File: src/rtl/alu_8bit_if.sv
// Operand/function bus into the ALU and registered result/carry back out.
// The master drives operands every cycle; there is no handshake or backpressure.
interface alu_8bit_if #(
  parameter int WIDTH = 8
);
  logic [WIDTH-1:0] A;
  logic [WIDTH-1:0] B;
  logic [3:0]       ALU_Sel;
  logic [WIDTH-1:0] ALU_Out;
  logic             CarryOut;

  modport master (
    output A, B, ALU_Sel,
    input  ALU_Out, CarryOut
  );

  modport slave (
    input  A, B, ALU_Sel,
    output ALU_Out, CarryOut
  );
endinterface

File: src/rtl/alu_8bit.sv
// 16-function unsigned ALU, 1-cycle registered result plus A+B carry.
// Accepts new operands every cycle; no backpressure, sync active-high reset.
module alu_8bit #(
  parameter int WIDTH = 8
) (
  input logic        clk,
  input logic        rst,
  alu_8bit_if.slave  alu_bus
);

  logic [WIDTH-1:0]   a;
  logic [WIDTH-1:0]   b;
  logic [WIDTH:0]     sum_ext;
  logic [2*WIDTH-1:0] prod;
  logic [WIDTH-1:0]   quot;
  logic [WIDTH-1:0]   alu_out_d, alu_out_q;
  logic               carry_d, carry_q;

  assign a       = alu_bus.A;
  assign b       = alu_bus.B;
  assign sum_ext = {1'b0, a} + {1'b0, b};
  assign prod    = {{WIDTH{1'b0}}, a} * {{WIDTH{1'b0}}, b};
  // Divide by zero saturates to all ones instead of flagging an error.
  assign quot    = (b == '0) ? '1 : (a / b);

  always_comb begin
    alu_out_d = '0;
    carry_d   = sum_ext[WIDTH];
    case (alu_bus.ALU_Sel)
      4'h0: alu_out_d = sum_ext[WIDTH-1:0];
      4'h1: alu_out_d = a - b;
      4'h2: alu_out_d = prod[WIDTH-1:0];
      4'h3: alu_out_d = quot;
      4'h4: alu_out_d = {a[WIDTH-2:0], 1'b0};
      4'h5: alu_out_d = {1'b0, a[WIDTH-1:1]};
      4'h6: alu_out_d = {a[WIDTH-2:0], a[WIDTH-1]};
      4'h7: alu_out_d = {a[0], a[WIDTH-1:1]};
      4'h8: alu_out_d = a & b;
      4'h9: alu_out_d = a | b;
      4'hA: alu_out_d = a ^ b;
      4'hB: alu_out_d = ~(a | b);
      4'hC: alu_out_d = ~(a & b);
      4'hD: alu_out_d = ~(a ^ b);
      4'hE: alu_out_d = (a > b)  ? WIDTH'(1) : '0;
      4'hF: alu_out_d = (a == b) ? WIDTH'(1) : '0;
      default: alu_out_d = '0;
    endcase
  end

  always_ff @(posedge clk) begin
    if (rst) begin
      alu_out_q <= '0;
      carry_q   <= 1'b0;
    end else begin
      alu_out_q <= alu_out_d;
      carry_q   <= carry_d;
    end
  end

  assign alu_bus.ALU_Out  = alu_out_q;
  assign alu_bus.CarryOut = carry_q;

endmodule

File: src/flat_wrapper.sv
// flat-port wrapper written by rule: the top's interface ports become plain ports
module alu_8bit_flat 
#(
  parameter int WIDTH = 8
)
  (clk, rst, alu_bus_A, alu_bus_B, alu_bus_ALU_Sel, alu_bus_ALU_Out, alu_bus_CarryOut);
  alu_8bit_if #(.WIDTH(WIDTH)) alu_bus_i ();
  input logic clk;
  input logic rst;
  input wire logic [$bits(alu_bus_i.A)-1:0] alu_bus_A;
  input wire logic [$bits(alu_bus_i.B)-1:0] alu_bus_B;
  input wire logic [$bits(alu_bus_i.ALU_Sel)-1:0] alu_bus_ALU_Sel;
  output wire logic [$bits(alu_bus_i.ALU_Out)-1:0] alu_bus_ALU_Out;
  output wire logic [$bits(alu_bus_i.CarryOut)-1:0] alu_bus_CarryOut;
  assign alu_bus_i.A = alu_bus_A;
  assign alu_bus_i.B = alu_bus_B;
  assign alu_bus_i.ALU_Sel = alu_bus_ALU_Sel;
  assign alu_bus_ALU_Out = alu_bus_i.ALU_Out;
  assign alu_bus_CarryOut = alu_bus_i.CarryOut;
  alu_8bit #(.WIDTH(WIDTH)) u_core (.clk(clk), .rst(rst), .alu_bus(alu_bus_i));
endmodule
File: config.mk
export PLATFORM = sky130hd
export DESIGN_NAME = alu_8bit_flat
export DESIGN_NICKNAME = d
export VERILOG_FILES = /design/src/rtl/alu_8bit_if.sv /design/src/rtl/alu_8bit.sv /design/src/flat_wrapper.sv
export SDC_FILE = /design/constraint.sdc
export NUM_CORES = 1
export LEC_CHECK = 0
export CORE_MARGIN = 4
export CORE_UTILIZATION = 65
export DETAILED_ROUTE_END_ITERATION = 10
export DONT_BUFFER_PORTS = 1
export PLACE_DENSITY = 0.81
export SLEW_MARGIN = 15
export SYNTH_ARGS = -nofsm -noshare
export SYNTH_HDL_FRONTEND = slang
export SYNTH_SLANG_ARGS = --single-unit
File: constraint.sdc
create_clock -name clk -period 14.25 [get_ports clk]
set_clock_uncertainty 0.05 [all_clocks]
set_input_delay 2.1375 -clock clk [delete_from_list [all_inputs] [get_ports clk]]
set_output_delay 2.1375 -clock clk [all_outputs]
set_load 0.03 [all_outputs]
==> summary.txt <==
Power
  • Sw frac: 0.478
  • Flop pwr share: 0.127
  • PwrDens: 62.1 nW/µm²
  • Cell Int Power: 139 µW
  • NetSw: 127 µW
  • Clock power frac: 0.107
  • Lkg Pwr: 1.99 nW
  • Comb pwr share: 0.766
  • Power Total: 267 µW
  • VDD IR max: 0.0641 mV

Placed design
  • Dpl ws: 0.846 ns
  • Placed insts: 621
  • RePlAce Congestion: 0.953
  • Buffers on Ports: 0
  • HPWL after DPL: 9300 µm

Finish
  • Nets: 664
  • Layout cells sized above 1: 0.0511
  • Final std cells w/o fill: 625
  • Area grow syn2layout: 0.853%
  • ANT cells: 0

GRT
  • Vias in the first global route: 3997
  • First-pass GRT wire length: 19400 µm
  • GR Util All Layers: 0.311
  • Initial antenna violation count: 0
  • Pin count of the biggest net entering global routing: 52
  • Grt ovf: 0

Yosys
  • Post-synth EDFFs: 0
  • Syn Std Cell Area: 4250 µm²
  • Top_reg_cell synth: dfxtp_1
  • Share of the synthesized area in the top cell type: 0.232
  • Ys Warns: 0
  • Syn_nets: 685
  • Mapped Avg Cell Area: 7.46 µm²
  • Top cells by count, synth: ha_1 (79), inv_1 (55), nor2_1 (54), a21oi_1 (39), nand2_1 (39)
  • Count leader, synth: ha_1
  • Async SR Flop Fraction: 0
  • Top cells by area, synth: ha_1 (23%), fa_1 (6.6%), xnor2_1 (6.4%), inv_1 (4.9%), nor2_1 (4.8%)
  • Sequential-to-total area share from yosys stat: 0.0424
  • Cell variety after synth: 68
  • Mapped Cells: 570
  • Seq cells post-synth: 9
  • Leading area contributor after synthesis: ha_1

Timing
  • Fmax: 75.2 MHz
  • Post-Route Setup TNS: 0 ns
  • Final WS setup: 0.950 ns
  • WHS: 1.93 ns
  • Setup violations, final: 0
  • Max transition margin: 0.413
  • Max Transition Viols Final: 0
  • Final Cycle Share: 0.933
  • Tightest Pin Transition: 0.869 ns
  • RSZ-0062 raised after global routing: false
  • Crit path time final: 13.30 ns
  • Final hold vios: 0

Floorplan
  • Die area: 7900 µm²
  • Die Wd: 88.9 µm
  • Core area: 6350 µm²
  • # rows: 29
  • Die H: 88.9 µm
  • Starting Density: 0.670
  • I/O pins: 31

Worst setup path
  • Crit-path slowest cell: a41oi_1
  • Critical Path Most Common Cell: ha_1
  • Crit path max-delay family: compound AO/OA/AOI/OAI gates
  • CP max FO: 11
  • Worst Setup End Kind: flop
  • CP peak stage delay: 0.71 ns
  • Worst path required time: 14.34 ns
  • Kind of critical path: in2reg
  • Startpoint Class: input pin
  • CP Buf/Inv Count: 1
  • Worst Path Arrival: 13.39 ns
  • Critical path depth: 45

Clock tree
  • Cts hold-fix bufs: 0
  • CTS Sinks: 9
  • Num CTS Buffers: 3
  • Postcts setup bufs: 0
  • H-tree depth: 1
  • Clk slew on worst S/H paths: 0.04 ns
  • Clock Path Buffers: 2
  • PostCTS Resize Cnt: 0
  • TritonCTS clock tree: yes
  • CTS root buf: clkbuf_8

Drt
  • WL per Instance: 19.1 µm
  • Vias/cell: 6.73
  • # DRC: 0
  • Detailed Route WL: 12000 µm
  • Antenna Nets Post-Route: 0
  • 1st-iter DRT viols: 350
  • Via total after detailed routing: 4207
  • First drt pass iteration count: 5

Hold path
  • Hold path cells: 1
  • Worst min-delay path class: in2reg

Job
  • Max-cap viol count: 0

Outcome
  • Outcome: complete, no violations
==> power groups by stage <==
stage	clock network (mW)	registers (mW)	logic, mW
finish	0.0287	0.0338	0.204
global route	0.0304	0.0342	0.228
CTS	0.0290	0.0338	0.201
detailed placement	0	0.0343	0.200
global placement	0	0.0343	0.192
floorplan	0	0.0341	0.167
==> cell usage in the layout, fill, tap and decap left out, types with 14 or more instances in the layout <==
cell,instances
a21oi_1,39
nand2_1,39
ha_1,79
a211oi_1,15
nor3_1,15
fa_1,14
o22ai_1,14
o21ai_0,25
inv_1,55
nor2_1,54
xnor2_1,31
==> flip-flops by register name, summed over array words and instances (netlist names) <==
name and count:
u_core.alu_bus.CarryOut 1, u_core.alu_bus.ALU_Out 8
==> worst paths after layout <==
check / slack [ns] / end / start
worst min-delay path: 1.93 / u_core.alu_bus.ALU_Out[0] / rst
worst max-delay path: 0.95 / u_core.alu_bus.ALU_Out[0] / alu_bus_B[6]
==> per-stage QoR <==
step,util,instance area [µm²]
after global placement,0.668,4240
after detailed placement,0.668,4240
final,0.676,4290
after global routing,0.676,4290
after CTS,0.675,4280
after floorplan,-,4250
==> kinds of logic after synthesis <==
logic type / synth area share
AOI/OAI and AO/OA: 0.253
xor gates and xnor gates: 0.0906
adders and majority gates: 0.298
buffers and inverters: 0.0774
DFF: 0.0424
muxes: 0.0615
and+or+nand+nor: 0.177
==> routing by layer <==
metal	up-vias	routed length [µm]	GRT usage
met3	40	890	0.0147
met1	1951	4960	0.408
met2	222	5610	0.515
li1	1994	-	-
met4	0	503	0.163
met5	-	0	0
==> cell type report <==
cell class                 instances  area (µm²)
multi-input combinational        478        3750
sequential                         9         180
fill                             543        2060
timing repair buffer               1        7.51
clock buffer                       4        45.0
inverter                          56         210
tap                               77        96.3
Power figures use the tool's default switching activity.
